**config.mk**
```make
export PLATFORM = sky130hd
export DESIGN_NAME = prbs_chk_ctrl_flat
export DESIGN_NICKNAME = d
export VERILOG_FILES = /design/src/rtl/prbs_chk_ctrl_pkg.sv /design/src/rtl/prbs_chk_ctrl_if.sv /design/src/rtl/prbs_chk_ctrl_prbs_gen.sv /design/src/rtl/prbs_chk_ctrl.sv /design/src/flat_wrapper.sv
export SDC_FILE = /design/constraint.sdc
export NUM_CORES = 1
export LEC_CHECK = 0
export ABC_AREA = 1
export CAP_MARGIN = 20
export CORE_AREA = 2 2 123 125
export CTS_CLUSTER_SIZE = 25
export DETAILED_ROUTE_END_ITERATION = 7
export DIE_AREA = 0 0 125 127
export GPL_TIMING_DRIVEN = 0
export PLACE_DENSITY_LB_ADDON = 0.25
export RECOVER_POWER = 50
export SLEW_MARGIN = 25
export SYNTH_ARGS = -nofsm -noshare
export SYNTH_HDL_FRONTEND = slang
export SYNTH_SLANG_ARGS = --single-unit
```
**constraint.sdc**
```tcl
create_clock -name clk -period 8.69 [get_ports clk]
set_input_delay 1.3035 -clock clk [delete_from_list [all_inputs] [get_ports clk]]
set_output_delay 1.3035 -clock clk [all_outputs]
set_load 0.03 [all_outputs]
```
**src/rtl/prbs_chk_ctrl_pkg.sv**
```systemverilog
// prbs_chk_ctrl_pkg
//   Shared types and constants for the PRBS checker controller:
//   - state_e : checker FSM states
//   - CNT_W   : width of the word and bit-error counters
//   - sat_add : saturating counter addition
package prbs_chk_ctrl_pkg;

  localparam int CNT_W = 32;

  typedef enum logic [1:0] {
    ST_IDLE  = 2'd0,
    ST_SYNC  = 2'd1,
    ST_CHECK = 2'd2,
    ST_DONE  = 2'd3
  } state_e;

  // Add b to a, clamping at all-ones instead of wrapping.
  function automatic logic [CNT_W-1:0] sat_add(input logic [CNT_W-1:0] a,
                                               input logic [CNT_W-1:0] b);
    logic [CNT_W:0] sum;
    sum = {1'b0, a} + {1'b0, b};
    return sum[CNT_W] ? {CNT_W{1'b1}} : sum[CNT_W-1:0];
  endfunction

endpackage

```
**src/rtl/prbs_chk_ctrl_if.sv**
```systemverilog
// prbs_chk_ctrl_if
//   Received-word stream into the PRBS checker.
//   rx_valid : rx_data carries a word this cycle
//   rx_data  : received word, SIZE bits
//   master   : stream source, slave : checker
interface prbs_chk_ctrl_if #(
  parameter int SIZE = 8
);

  logic            rx_valid;
  logic [SIZE-1:0] rx_data;

  modport master (output rx_valid, output rx_data);
  modport slave  (input  rx_valid, input  rx_data);

endinterface

```
**src/rtl/prbs_chk_ctrl_prbs_gen.sv**
```systemverilog
// prbs_gen
//   Word-parallel Fibonacci LFSR pattern generator.
//   Each clock the LFSR advances SIZE steps; the bit shifted out of the MSB
//   at step i lands in prbs_out[i]. Seed is all ones, so with the default
//   x^7+x^6+1 taps the first word is 8'h7F.
//   Ports:
//     clk      : clock
//     reset    : synchronous active-high; while high, prbs_out holds word 0
//                and it stays there for the first cycle after release
//     prbs_out : current pattern word (registered)
module prbs_gen #(
  parameter int                SIZE     = 8,
  parameter int                LENGTH   = 7,
  parameter logic [LENGTH-1:0] PRIMPOLY = 7'b1100000
) (
  input  logic            clk,
  input  logic            reset,
  output logic [SIZE-1:0] prbs_out
);

  localparam logic [LENGTH-1:0] SEED = {LENGTH{1'b1}};

  logic [LENGTH-1:0] lfsr_r;
  logic [SIZE-1:0]   word_r;

  // LFSR state after SIZE serial steps.
  function automatic logic [LENGTH-1:0] advance(input logic [LENGTH-1:0] s);
    logic [LENGTH-1:0] t;
    t = s;
    for (int i = 0; i < SIZE; i++) begin
      t = {t[LENGTH-2:0], ^(t & PRIMPOLY)};
    end
    return t;
  endfunction

  // Word produced while stepping SIZE times from state s (first bit in LSB).
  function automatic logic [SIZE-1:0] word_of(input logic [LENGTH-1:0] s);
    logic [LENGTH-1:0] t;
    logic [SIZE-1:0]   w;
    t = s;
    w = '0;
    for (int i = 0; i < SIZE; i++) begin
      w[i] = t[LENGTH-1];
      t    = {t[LENGTH-2:0], ^(t & PRIMPOLY)};
    end
    return w;
  endfunction

  // Reset parks the output on word 0 with the state one word ahead, so the
  // first cycle after release still shows word 0 and word 1 follows.
  always_ff @(posedge clk) begin
    if (reset) begin
      lfsr_r <= advance(SEED);
      word_r <= word_of(SEED);
    end else begin
      lfsr_r <= advance(lfsr_r);
      word_r <= word_of(lfsr_r);
    end
  end

  assign prbs_out = word_r;

endmodule

```
**src/rtl/prbs_chk_ctrl.sv**
```systemverilog
// prbs_chk_ctrl
//   PRBS checker controller. Waits for SYNC_WORD on the receive stream,
//   then compares every following word against a locally generated
//   reference, counting words and bit errors (saturating).
//   Ports:
//     clk, reset : clock, synchronous active-high reset
//     start      : pulse, begins a test from IDLE/DONE (cfg_len sampled)
//     abort      : return to IDLE, counters held
//     cfg_len    : words to check, 0 = until abort
//     rx         : received stream (rx_valid, rx_data)
//     busy       : in SYNC or CHECK
//     locked     : in CHECK
//     done       : in DONE
//     sync_lost  : one-cycle pulse on each CHECK -> SYNC exit
//     word_cnt   : words compared since start
//     err_cnt    : bit errors since start
module prbs_chk_ctrl
  import prbs_chk_ctrl_pkg::*;
#(
  parameter int                SIZE       = 8,
  parameter int                LENGTH     = 7,
  parameter logic [LENGTH-1:0] PRIMPOLY   = 7'b1100000,
  parameter logic [SIZE-1:0]   SYNC_WORD  = 8'h7F,
  parameter int                ERR_THRESH = 2,
  parameter int                LOSS_CNT   = 4
) (
  input  logic              clk,
  input  logic              reset,
  input  logic              start,
  input  logic              abort,
  input  logic [CNT_W-1:0]  cfg_len,
  prbs_chk_ctrl_if.slave    rx,
  output logic              busy,
  output logic              locked,
  output logic              done,
  output logic              sync_lost,
  output logic [CNT_W-1:0]  word_cnt,
  output logic [CNT_W-1:0]  err_cnt
);

  localparam int               PC_W     = $clog2(SIZE + 1);
  localparam int               BAD_W    = $clog2(LOSS_CNT + 1);
  localparam logic [CNT_W-1:0] ERR_LIM  = CNT_W'(ERR_THRESH);
  localparam logic [CNT_W-1:0] LOSS_LIM = CNT_W'(LOSS_CNT);

  state_e             state_r;
  logic [CNT_W-1:0]   word_cnt_r;
  logic [CNT_W-1:0]   err_cnt_r;
  logic [CNT_W-1:0]   len_r;
  logic [BAD_W-1:0]   bad_cnt_r;
  logic               busy_r;
  logic               locked_r;
  logic               done_r;
  logic               sync_lost_r;

  logic [SIZE-1:0]    ref_word_s;
  logic [CNT_W-1:0]   rx_err_s;
  logic [CNT_W-1:0]   word_nxt_s;
  logic [CNT_W-1:0]   err_nxt_s;
  logic               sync_hit_s;
  logic               beat_s;
  logic               bad_s;
  logic               last_s;
  logic               lose_s;
  logic               stay_check_s;
  logic               gen_rst_s;

  function automatic logic [PC_W-1:0] popcount(input logic [SIZE-1:0] v);
    logic [PC_W-1:0] n;
    n = '0;
    for (int i = 0; i < SIZE; i++) begin
      n = n + PC_W'(v[i]);
    end
    return n;
  endfunction

  // The reference generator only runs while the next cycle is still a
  // CHECK beat. Releasing it in the same cycle as the sync beat (beat 0)
  // puts word n on ref_word_s exactly when beat n arrives; every exit from
  // CHECK re-parks it on word 0 for the next sync.
  prbs_gen #(
    .SIZE     (SIZE),
    .LENGTH   (LENGTH),
    .PRIMPOLY (PRIMPOLY)
  ) u_ref_gen (
    .clk      (clk),
    .reset    (gen_rst_s),
    .prbs_out (ref_word_s)
  );

  // Per-beat comparison, counter next values and FSM decision terms.
  always_comb begin
    rx_err_s     = CNT_W'(popcount(rx.rx_data ^ ref_word_s));
    bad_s        = (rx_err_s > ERR_LIM);
    sync_hit_s   = (state_r == ST_SYNC) && rx.rx_valid && (rx.rx_data == SYNC_WORD);
    beat_s       = sync_hit_s || ((state_r == ST_CHECK) && rx.rx_valid);
    word_nxt_s   = sat_add(word_cnt_r, 32'd1);
    err_nxt_s    = sat_add(err_cnt_r, rx_err_s);
    last_s       = (len_r != 32'd0) && (word_nxt_s == len_r);
    lose_s       = bad_s && ((CNT_W'(bad_cnt_r) + 32'd1) >= LOSS_LIM);
    stay_check_s = beat_s && !abort && !last_s && !lose_s;
    gen_rst_s    = reset || !stay_check_s;
  end

  // Checker FSM with registered status outputs and counters.
  always_ff @(posedge clk) begin
    if (reset) begin
      state_r     <= ST_IDLE;
      word_cnt_r  <= 32'd0;
      err_cnt_r   <= 32'd0;
      len_r       <= 32'd0;
      bad_cnt_r   <= '0;
      busy_r      <= 1'b0;
      locked_r    <= 1'b0;
      done_r      <= 1'b0;
      sync_lost_r <= 1'b0;
    end else if (abort) begin
      state_r     <= ST_IDLE;
      bad_cnt_r   <= '0;
      busy_r      <= 1'b0;
      locked_r    <= 1'b0;
      done_r      <= 1'b0;
      sync_lost_r <= 1'b0;
    end else begin
      sync_lost_r <= 1'b0;
      case (state_r)
        ST_IDLE, ST_DONE: begin
          if (start) begin
            state_r    <= ST_SYNC;
            word_cnt_r <= 32'd0;
            err_cnt_r  <= 32'd0;
            len_r      <= cfg_len;
            bad_cnt_r  <= '0;
            busy_r     <= 1'b1;
            locked_r   <= 1'b0;
            done_r     <= 1'b0;
          end else begin
            state_r <= state_r;
          end
        end
        ST_SYNC, ST_CHECK: begin
          if (beat_s) begin
            word_cnt_r <= word_nxt_s;
            err_cnt_r  <= err_nxt_s;
            // Reaching the configured length wins over loss of lock.
            if (last_s) begin
              state_r   <= ST_DONE;
              bad_cnt_r <= '0;
              busy_r    <= 1'b0;
              locked_r  <= 1'b0;
              done_r    <= 1'b1;
            end else if (lose_s) begin
              state_r     <= ST_SYNC;
              bad_cnt_r   <= '0;
              locked_r    <= 1'b0;
              sync_lost_r <= 1'b1;
            end else begin
              state_r   <= ST_CHECK;
              bad_cnt_r <= bad_s ? (bad_cnt_r + BAD_W'(1)) : '0;
              locked_r  <= 1'b1;
            end
          end else if (state_r == ST_CHECK) begin
            // Stream break: no valid word while locked.
            state_r     <= ST_SYNC;
            bad_cnt_r   <= '0;
            locked_r    <= 1'b0;
            sync_lost_r <= 1'b1;
          end else begin
            state_r <= state_r;
          end
        end
        default: begin
          state_r  <= ST_IDLE;
          busy_r   <= 1'b0;
          locked_r <= 1'b0;
          done_r   <= 1'b0;
        end
      endcase
    end
  end

  assign busy      = busy_r;
  assign locked    = locked_r;
  assign done      = done_r;
  assign sync_lost = sync_lost_r;
  assign word_cnt  = word_cnt_r;
  assign err_cnt   = err_cnt_r;

endmodule

```
**src/flat_wrapper.sv**
```systemverilog
// flat-port wrapper written by rule: the top's interface ports become plain ports
module prbs_chk_ctrl_flat import prbs_chk_ctrl_pkg::*;
#(
  parameter int                SIZE       = 8,
  parameter int                LENGTH     = 7,
  parameter logic [LENGTH-1:0] PRIMPOLY   = 7'b1100000,
  parameter logic [SIZE-1:0]   SYNC_WORD  = 8'h7F,
  parameter int                ERR_THRESH = 2,
  parameter int                LOSS_CNT   = 4
)
  (clk, reset, start, abort, cfg_len, busy, locked, done, sync_lost, word_cnt, err_cnt, rx_rx_valid, rx_rx_data);
  prbs_chk_ctrl_if #(.SIZE(SIZE)) rx_i ();
  input  logic clk;
  input  logic reset;
  input  logic start;
  input  logic abort;
  input  logic [CNT_W-1:0] cfg_len;
  output logic busy;
  output logic locked;
  output logic done;
  output logic sync_lost;
  output logic [CNT_W-1:0] word_cnt;
  output logic [CNT_W-1:0] err_cnt;
  input wire logic [$bits(rx_i.rx_valid)-1:0] rx_rx_valid;
  input wire logic [$bits(rx_i.rx_data)-1:0] rx_rx_data;
  assign rx_i.rx_valid = rx_rx_valid;
  assign rx_i.rx_data = rx_rx_data;
  prbs_chk_ctrl #(.SIZE(SIZE), .LENGTH(LENGTH), .PRIMPOLY(PRIMPOLY), .SYNC_WORD(SYNC_WORD), .ERR_THRESH(ERR_THRESH), .LOSS_CNT(LOSS_CNT)) u_core (.clk(clk), .reset(reset), .start(start), .abort(abort), .cfg_len(cfg_len), .rx(rx_i), .busy(busy), .locked(locked), .done(done), .sync_lost(sync_lost), .word_cnt(word_cnt), .err_cnt(err_cnt));
endmodule
```
Yosys cells after proc, flatten, opt, wreduce, memory -nomap -nowiden
Index checks and enable logic that the tools add are counted.
{"block": "word_totals", "regBits": 120, "input_bits": 45}
{"block": "classes", "n_addsub": 11, "n_lt_le_gt_ge": 2, "n_eq_ne": 9, "muxes": 37, "bitwise_logic": 3, "reduce_logical": 32}
{"op": "two-way mux 32 bit", "count": 5}
{"op": "one-hot mux 32 bit (2 select lines)", "count": 2}
{"op": "XOR reduction 7 bit", "count": 8}
{"op": "adder 32 x 1 -> 33 bit, second input constant", "count": 1}
{"op": "adder 32 x 4 -> 33 bit", "count": 1}
{"op": "equality test 32 bit", "count": 1}
{"op": ">= comparator 32 x 3 -> 1 bit, second input constant", "count": 1}
{"op": "nonzero test 32 bit", "count": 1}
{"op": "adder 4 x 1 -> 4 bit", "count": 6}
{"op": "two-way mux 3 bit", "count": 6}
{"op": "two-way mux 1 bit", "count": 14}
{"op": "two-way mux 2 bit", "count": 5}
{"op": "AND reduction 3 bit", "count": 3}
{"op": "equality test 8 x 7 -> 1 bit, second input constant", "count": 1}
{"op": "logical AND 1 bit", "count": 8}
{"op": "XOR 8 bit", "count": 1}
{"op": "one-hot mux 1 bit (2 select lines)", "count": 3}
{"op": "one-hot mux 3 bit (2 select lines)", "count": 1}
{"op": "OR reduction 2 bit", "count": 3}
{"op": "adder 3 x 1 -> 4 bit, second input constant", "count": 1}
{"op": "equality test 2 bit, second input constant", "count": 2}
{"op": "greater-than comparator 4 x 2 -> 1 bit, second input constant", "count": 1}
{"op": "zero test 1 bit", "count": 4}
{"op": "!= test 2 x 1 -> 1 bit, second input constant", "count": 2}
{"op": "other kinds (11)", "count": 13}

Longest topological paths before layout
Gate-level depths: netlist of the first run.
{"block": "depth", "word_depth": 14, "mapped_depth": 25}

Cells and area by module
A second synthesis of the first run with hierarchy kept.
{"block": "unflattened", "hier_cells": 1109, "hier_area_um2": 7243.2}
{"module": "prbs_chk_ctrl", "instances": 1, "cells_each": 1063, "area_per_inst_um2": 6775.2, "seq_area_each_um2": 2102.0}
{"module": "prbs_gen", "instances": 1, "cells_each": 46, "area_per_inst_um2": 467.9, "seq_area_each_um2": 300.3}

Least setup slack after synthesis of the first run
No wires, ideal clock.
{"block": "synth_timing", "path_kind": "input-to-reg", "startpoint": "input port rx_rx_data[0]", "endpoint": "register u_core.err_cnt_r[16] (netlist: u_core.err_cnt[16])", "arrival_ps": 5818, "required_ps": 8620, "slack_ps": 2802, "stages": 23, "n_path_buf": 1, "path_cell_list": "xor2_1 > ha_1 > fa_1 > inv_1 > fa_1 > fa_1 > fa_1 > xor2_1 > inv_1 > ha_1 > nand2_1 > o21ai_2 > nand2_1 > nor3_2 > inv_1 > nor2_2 > nand2_2 > nor3b_4 > nand3_2 > inv_1 > buf_4 > o21ai_0 > a21oi_1"}
{"block": "synth_via", "elab_chain_cells": 12, "elab_cells_between_ends": 17}
{"item": "start, declared", "line": "flat_wrapper.sv:25", "text": "input wire logic [$bits(rx_i.rx_data)-1:0] rx_rx_data;"}
{"item": "XOR 8 bit", "line": "prbs_chk_ctrl.sv:93", "text": "rx_err_s = CNT_W'(popcount(rx.rx_data ^ ref_word_s));"}
{"item": "adder 1 x 1 -> 2 bit", "line": "prbs_chk_ctrl.sv:72", "text": "n = n + PC_W'(v[i]);"}
{"item": "adder 4 x 1 -> 4 bit (6 in series)", "line": "prbs_chk_ctrl.sv:72"}
{"item": "adder 32 x 4 -> 33 bit", "line": "prbs_chk_ctrl_pkg.sv:21", "text": "sum = {1'b0, a} + {1'b0, b};"}
{"item": "two-way mux 32 bit", "line": "prbs_chk_ctrl_pkg.sv:22", "text": "return sum[CNT_W] ? {CNT_W{1'b1}} : sum[CNT_W-1:0];"}
{"item": "two-way mux 32 bit", "line": "prbs_chk_ctrl.sv:142", "text": "if (beat_s) begin"}
{"item": "one-hot mux 32 bit (2 select lines)", "line": "prbs_chk_ctrl.sv:126", "text": "case (state_r)"}
{"item": "end signal, assigned", "line": "prbs_chk_ctrl.sv:144", "text": "err_cnt_r <= err_nxt_s;"}
{"item": "end, declared", "line": "prbs_chk_ctrl.sv:48", "text": "logic [CNT_W-1:0] err_cnt_r;"}
Several ways; a longest one is shown, not always the timed one. The select of a mux whose other input is x is not followed.
A chain may end at the register's enable or synchronous reset.

Final worst setup path of the first run
{"block": "layout_timing", "startpoint": "input port rx_rx_data[0]", "endpoint": "register u_core.err_cnt_r[7] (netlist: u_core.err_cnt[7])"}
The elaborated chain is that of the path after synthesis.

==> results of run 1 <==
## metrics by stage
stage,util (%),cell area [sq um]
after CTS,63.4,9150
after floorplan,-,7180
after global routing,63.4,9150
after global placement,59.1,8520
after detailed placement,59.1,8520
final,63.4,9150
## kinds of logic after synthesis
| kind of cell | count (synthesis) |
|---|---|
| fa+ha+maj | 16 |
| simple gates | 632 |
| compound gates | 157 |
| xor+xnor | 41 |
| buf+inv | 144 |
| flops | 120 |
## power groups by stage
stage / clock, mW / sequential (mW) / combinational (mW)
floorplan: 0 / 0.578 / 0.0854
global placement: 0 / 0.579 / 0.133
detailed placement: 0 / 0.580 / 0.135
CTS: 0.758 / 0.568 / 0.136
global route: 0.781 / 0.569 / 0.151
finish: 0.751 / 0.568 / 0.136
## placed cells by master (no fill, tap or decap), drive strengths merged
master,instances
nor3,20
nor3b,3
o21ai,39
a31oi,1
buf,8
xor2,26
bufinv,4
nor4,2
nor2,128
o31ai,1
clkdlybuf4s50,47
nand3b,10
nand3,62
clkinv,6
ha,11
a211oi,28
fa,5
dfxtp,120
xnor2,15
o211ai,3
o21bai,4
clkbuf,46
inv,107
dlygate4sd3,64
or4,1
nand2,378
nand4,21
clkinvlp,5
a21oi,80
or2,7
a21boi,1
## critical path, delay by kind of cell
| family | cells | cell delay (ps) |
|---|---|---|
| adder cells (fa/ha/maj) | 6 | 2590 |
| AND/OR/NAND/NOR | 7 | 1270 |
| buffers and inverters | 6 | 990 |
| XOR/XNOR | 2 | 320 |
| AO/OA/AOI/OAI | 3 | 430 |
## sequential cells by signal, summed over array words and instances (netlist names), 2 cells and up
register	count
u_core.u_ref_gen.prbs_out	8
u_core.u_ref_gen.lfsr_r	7
u_core.bad_cnt_r	3
u_core.len_r	32
u_core.state_r	2
u_core.word_cnt	32
u_core.err_cnt	32
## worst max path at each step
stage | slack (ps) | from | end | depth (start not counted)
2_1_floorplan | 2800 | rx_rx_data[0] | u_core.err_cnt[16]$_SDFFE_PP0P_ | 23
3_3_place_gp | 1890 | rx_rx_data[0] | u_core.err_cnt[3]$_SDFFE_PP0P_ | 24
3_5_place_dp | 1800 | rx_rx_data[0] | u_core.err_cnt[16]$_SDFFE_PP0P_ | 24
4_1_cts | 2180 | rx_rx_data[0] | u_core.err_cnt[7]$_SDFFE_PP0P_ | 24
5_1_grt | 1830 | rx_rx_data[1] | u_core.err_cnt[7]$_SDFFE_PP0P_ | 24
6_report | 2150 | rx_rx_data[0] | u_core.err_cnt[7]$_SDFFE_PP0P_ | 24
## metal layers
layer / wire (um) / vias to the layer above / GRT usage (%)
li1: - / 3855 / -
met1: 9240 / 3430 / 33.3
met2: 10000 / 270 / 45.7
met3: 1390 / 38 / 5.78
met4: 480 / 0 / 9.67
met5: 0 / - / 0
## cell type report
cell class	count	area, sq um
multi-input cells	846	4200
inverters	107	402
flip-flops and latches	120	2400
plain buffers	37	176
clock buffers	17	425
clock inverters	15	203
fillers	1339	5280
repair buffers	111	1110
well taps	184	230
==> flow_metrics.py, run 1 <==
metrics = {
    "clock_network": {
        "cts_buffers": 17,
        "post-cts-setup-buffer-count": 0,
        "htreeDepth": 4,
        "cts-root-buf": "clkbuf_16",
        "cts_tree": "built",
        "clockBufferDepth": 2,
        "cts_sinks": 120,
        "ctsHoldBuffers": 0,
        "clk_latency_ps": 430,
        "cts_resized": 0,
        "path_clk_slew_ps": 60,
    },
    "logic_synthesis": {
        "synthMuxAreaShare_pct": 0,
        "synth_top_area_cell": "dfxtp_1",
        "synth_commonest_cells": "370 x nand2_1, 122 x nor2_1, 120 x dfxtp_1, 105 x inv_1, 79 x a21oi_1",
        "yosys.area_share.simple_pct": 37.8,
        "synthFlopType": "dfxtp_1",
        "synth_top_area_share_pct": 33.5,
        "syn_avg_cell_area_sq_um": 6.47,
        "synth_cell_types": 42,
        "synth-seq-area-share_pct": 33.5,
        "synth_xor_xnor_area_share_pct": 5.00,
        "yosys_warnings": 0,
        "synth_nets": 1171,
        "ys_ff_latch": 120,
        "async_flop_share_pct": 0,
        "netlist_instances": 1110,
        "synth_area_leaders": "dfxtp_1 33%, nand2_1 19%, nor2_1 6.4%",
        "synthMostInstantiatedCell": "nand2_1",
        "synth-compound-area-share_pct": 12.4,
        "synth_edf_count": 0,
        "synth_top_family_by_area": "simple AND/OR/NAND/NOR gates",
        "synth_area_sq_um": 7180,
        "synthAdderAreaFrac_pct": 3.31,
    },
    "placed_design": {
        "port_buffers": 111,
        "place_ws_ps": 1800,
        "dp_hpwl_um": 15900,
        "place.gp.congestion": 0.931,
        "placed_cells_incl_taps": 1405,
    },
    "global_route": {
        "grt_antenna_before_repair": 0,
        "gr-total-overflow": 0,
        "grt_pass1_wl_um": 34100,
        "grt_max_degree": 17,
        "grt_pass1_vias": 6974,
        "track_usage_pct": 26.7,
    },
    "pwr": {
        "p_seq_share_pct": 39.0,
        "power_frac_clock_pct": 51.6,
        "power_switching_mw": 0.358,
        "max-vdd-ir-drop_v": 0.000139,
        "internal_power_mw": 1.10,
        "p_per_area_nw_per_um2": 159,
        "sw_frac_of_total_pct": 24.6,
        "total_power_mw": 1.46,
        "combinationalPowerShare_pct": 9.4,
        "p_leak_nw": 3.73,
    },
    "setup_path": {
        "crit_path_cell_trace": "clkdlybuf4s50_1, xor2_1, ha_1, fa_1, inv_1, fa_1, fa_1, fa_1, xor2_1, inv_1, ha_1, nand2_1, o21ai_2, nand2_1, nor3_2, inv_1, nor2_2, nand2_2, nor3b_4, nand3_2, inv_1, buf_4, o21ai_0, a21oi_1",
        "cp-start-kind": "input pin",
        "critPathArrivalTime_ps": 6890,
        "r2r-start": "u_core.u_ref_gen.prbs_out[0]$_SDFF_PP1_",
        "required_ps": 9040,
        "regToRegSetupSlack_ps": 3200,
        "reg2regPathDepth": 23,
        "cp-end-kind": "register",
        "slowest_delay_ps": 540,
        "cp_slowest_cell": "fa_1",
        "r2r-end": "u_core.err_cnt[7]$_SDFFE_PP0P_",
        "path_class": "input pin to register",
        "crit_path_max_fanout": 10,
    },
    "sta": {
        "finalHoldViolCount": 0,
        "setup_viol": 0,
        "max_freq_mhz": 153,
        "post-route-period-util_pct": 75.3,
        "rsz0062_at_grt": "false",
        "timing.setup.tns_ps": 0,
        "drv_slew": 0,
        "finClkSkew_ps": 6.20,
        "maxSlewHeadroom_pct": 36.5,
        "whs_ps": 460,
        "setup_ws_ps": 2150,
        "final.min_clock_period_ps": 6540,
        "tightestPinTransition_ps": 948,
    },
    "floorplanning": {
        "start_util_pct": 49.8,
        "dieArea_sq_um": 15900,
        "die-height_um": 127,
        "core_area_sq_um": 14400,
        "die-width_um": 125,
        "io_pins": 113,
        "fp-row-count": 44,
    },
    "route": {
        "avgRoutedWirePerCell_um": 14.7,
        "routed_wl_um": 21100,
        "firstDrtPassIters": 6,
        "drt_iter0_drc": 676,
        "route.detailed.drc": 0,
        "viasPerCell": 5.28,
        "ant_nets": 0,
        "vias": 7593,
    },
    "layout": {
        "drive_gt1_share_pct": 5.43,
        "syn_to_final_growth_pct": 27.4,
        "diodes": 0,
        "nNetsFinal": 1301,
        "instances_no_fill": 1437,
    },
    "hold_path": {
        "min-delay-start": "u_core.u_ref_gen.lfsr_r[6]$_SDFF_PP0_",
        "hp-class": "register to register",
        "hold_path_depth": 1,
        "worstHoldEndpoint": "u_core.u_ref_gen.prbs_out[0]$_SDFF_PP1_",
    },
    "run_status": {
        "status": "finished, final reports clean",
    },
    "flow_run": {
        "drv_cap": 0,
    },
}
Note: power is estimated with default switching activity, not from simulation.
==> run 2: changes to the inputs <==
==> constraint.sdc (replaced) <==
create_clock -name clk -period 6.19 [get_ports clk]
set_input_delay 0.9285 -clock clk [delete_from_list [all_inputs] [get_ports clk]]
set_output_delay 0.9285 -clock clk [all_outputs]
set_load 0.03 [all_outputs]
==> run 2 against run 1 <==
  * Power grew 41%
  * Hold slack about the same
  * Die area did not move
==> flow_metrics.py, run 2 (synthesized netlist as in run 1, its figures left out) <==
metrics = {
    "run_status": {
        "status": "finished, final reports clean",
    },
    "setup_path": {
        "r2r-end": "u_core.err_cnt[7]$_SDFFE_PP0P_",
        "cp-start-kind": "input pin",
        "crit_path_cell_trace": "clkdlybuf4s50_1, xor2_1, ha_1, fa_1, inv_1, fa_1, fa_1, fa_1, fa_1, o21ai_2, nand2_1, nor3_4, inv_1, nor2_4, nand2_2, nor3b_4, nand3_4, inv_1, buf_4, o21ai_0, a21oi_1",
        "regToRegSetupSlack_ps": 950,
        "path_class": "input pin to register",
        "crit_path_max_fanout": 10,
        "reg2regPathDepth": 20,
        "slowest_delay_ps": 540,
        "cp_slowest_cell": "fa_1",
        "r2r-start": "u_core.u_ref_gen.prbs_out[0]$_SDFF_PP1_",
        "cpMostUsedCell": "fa_1",
        "cp-end-kind": "register",
        "critPathArrivalTime_ps": 6250,
        "required_ps": 6540,
    },
    "floorplanning": {
        "dieArea_sq_um": 15900,
        "io_pins": 113,
        "die-width_um": 125,
        "core_area_sq_um": 14400,
        "fp-row-count": 44,
        "die-height_um": 127,
        "start_util_pct": 49.8,
    },
    "layout": {
        "final_util_pct": 63.8,
        "multiInputGateArea_sq_um": 4230,
        "nNetsFinal": 1303,
        "nFillCells": 1330,
        "ff_latch_area_sq_um": 2400,
        "diodes": 0,
        "layout_common_cells": "370 x nand2_1, 121 x nor2_1, 120 x dfxtp_1",
        "drive_gt1_share_pct": 5.74,
        "instances_no_fill": 1439,
        "syn_to_final_growth_pct": 28.1,
        "final_common_cell": "nand2_1",
    },
    "sta": {
        "finalHoldViolCount": 0,
        "whs_ps": 460,
        "finClkSkew_ps": 6.15,
        "max_freq_mhz": 169,
        "maxSlewHeadroom_pct": 38.3,
        "setup_ws_ps": 283,
        "tightestPinTransition_ps": 922,
        "post-route-period-util_pct": 95.4,
        "drv_slew": 0,
        "setup_viol": 0,
        "rsz0062_at_grt": "false",
        "final.min_clock_period_ps": 5910,
    },
    "placed_design": {
        "place.gp.congestion": 0.931,
        "place_ws_ps": -328,
        "port_buffers": 111,
        "dp_hpwl_um": 15900,
        "placed_cells_incl_taps": 1405,
    },
    "route": {
        "ant_nets": 0,
        "firstDrtPassIters": 7,
        "drt_iter0_drc": 708,
        "viasPerCell": 5.28,
        "avgRoutedWirePerCell_um": 14.7,
        "routed_wl_um": 21200,
        "vias": 7605,
        "route.detailed.drc": 0,
    },
    "hold_path": {
        "hold_path_depth": 1,
        "min-delay-start": "u_core.u_ref_gen.lfsr_r[6]$_SDFF_PP0_",
        "worstHoldEndpoint": "u_core.u_ref_gen.prbs_out[0]$_SDFF_PP1_",
        "hp-class": "register to register",
    },
    "clock_network": {
        "htreeDepth": 4,
        "path_clk_slew_ps": 60,
        "cts_buffers": 17,
        "cts-root-buf": "clkbuf_16",
        "ctsHoldBuffers": 0,
        "clockBufferDepth": 2,
        "cts_sinks": 120,
        "clk_latency_ps": 430,
        "cts_tree": "built",
    },
    "pwr": {
        "p_per_area_nw_per_um2": 222,
        "total_power_mw": 2.05,
        "max-vdd-ir-drop_v": 0.000195,
        "p_leak_nw": 3.76,
    },
    "global_route": {
        "grt_max_degree": 17,
        "grt_pass1_vias": 6974,
        "grt_pass1_wl_um": 34100,
        "track_usage_pct": 26.7,
        "grt_antenna_before_repair": 0,
        "gr-total-overflow": 0,
    },
    "flow_run": {
        "drv_cap": 0,
    },
}
[run 2: changes by cell type in the layout (fill, tap and decap cells not counted)]
cell / previous run / this run
nor2_1: 122 / 121
nor3_4: 0 / 1
a21boi_1: 0 / 1
a21boi_0: 1 / 0
nor2_4: 4 / 5
buf_4: 4 / 6
nand3_4: 1 / 2
ha_1: 11 / 10
nor3_2: 1 / 0
nand3_2: 3 / 2
ha_4: 0 / 1
[run 2: per-stage QoR]
stage | TNS, ps | instance area (sq um)
2_1_floorplan | 0 | 7180
3_3_place_gp | -4860 | 8520
3_5_place_dp | -7000 | 8520
4_1_cts | 0 | 9150
5_1_grt | 0 | 9200
6_report | 0 | 9200
[run 2: timing repair]
item                                    4_1_cts  5_1_grt
setup buffers                                 0        2
endpoints found under the setup margin        0       27
resized for setup                             0        6
[run 2: layout make-up]
cell class	count	area share, %
Timing Repair Buffer	113	12.2
Tap cell	184	2.50
Sequential cell	120	26.1
Buffer	37	1.92
Multi-Input combinational cell	846	46.0
Clock buffer	17	4.63
Clock inverter	15	2.20
Inverter	107	4.37
[run 2: how the worst max path moves through the flow]
| stage | endpoint | cells past startpoint | slack, ps | startpoint |
|---|---|---|---|---|
| 2_1_floorplan | u_core.err_cnt[16]$_SDFFE_PP0P_ | 23 | 680 | rx_rx_data[0] |
| 3_3_place_gp | u_core.err_cnt[3]$_SDFFE_PP0P_ | 24 | -240 | rx_rx_data[0] |
| 3_5_place_dp | u_core.err_cnt[16]$_SDFFE_PP0P_ | 24 | -330 | rx_rx_data[0] |
| 4_1_cts | u_core.err_cnt[7]$_SDFFE_PP0P_ | 24 | 60 | rx_rx_data[0] |
| 5_1_grt | u_core.err_cnt[7]$_SDFFE_PP0P_ | 24 | 20 | rx_rx_data[1] |
| 6_report | u_core.err_cnt[7]$_SDFFE_PP0P_ | 21 | 280 | rx_rx_data[0] |
[run 2: power breakdown]
part	switching [mW]	leakage [nW]	internal [mW]
logic	0.113	2.49	0.0816
clock network	0.382	0.291	0.673
registers	0.00955	0.973	0.788
total	0.504	3.76	1.54
[run 2: metal layers]
layer  global-route usage, %  vias up  routed length [um]
met1                    33.3     3429                9190
met5                       0        -                   0
met3                    5.78       39                1490
met4                    9.67        0                 464
li1                        -     3854                   -
met2                    45.7      283               10100
[run 2: critical path, delay by kind of cell]
family,cells,cell delay [ps]
buf+inv,5,890
xor+xnor,1,180
simple gates,6,1030
fa+ha+maj,6,2780
compound gates,3,470
==> run 3: changes to the inputs <==
==> constraint.sdc (replaced) <==
create_clock -name clk -period 7.3 [get_ports clk]
set_input_delay 1.095 -clock clk [delete_from_list [all_inputs] [get_ports clk]]
set_output_delay 1.095 -clock clk [all_outputs]
set_load 0.03 [all_outputs]
==> results of run 3 <==
The final DEF is identical to that of run 1. Status: finished, final reports clean.
Among the figures that moved: setup slack after placement 1800 ps -> 616 ps; setup slack after layout 2150 ps -> 968 ps; register-to-register setup slack 3200 ps -> 1810 ps; total power 1.46 mW -> 1.73 mW; worst IR drop on VDD 0.000139 V -> 0.000165 V
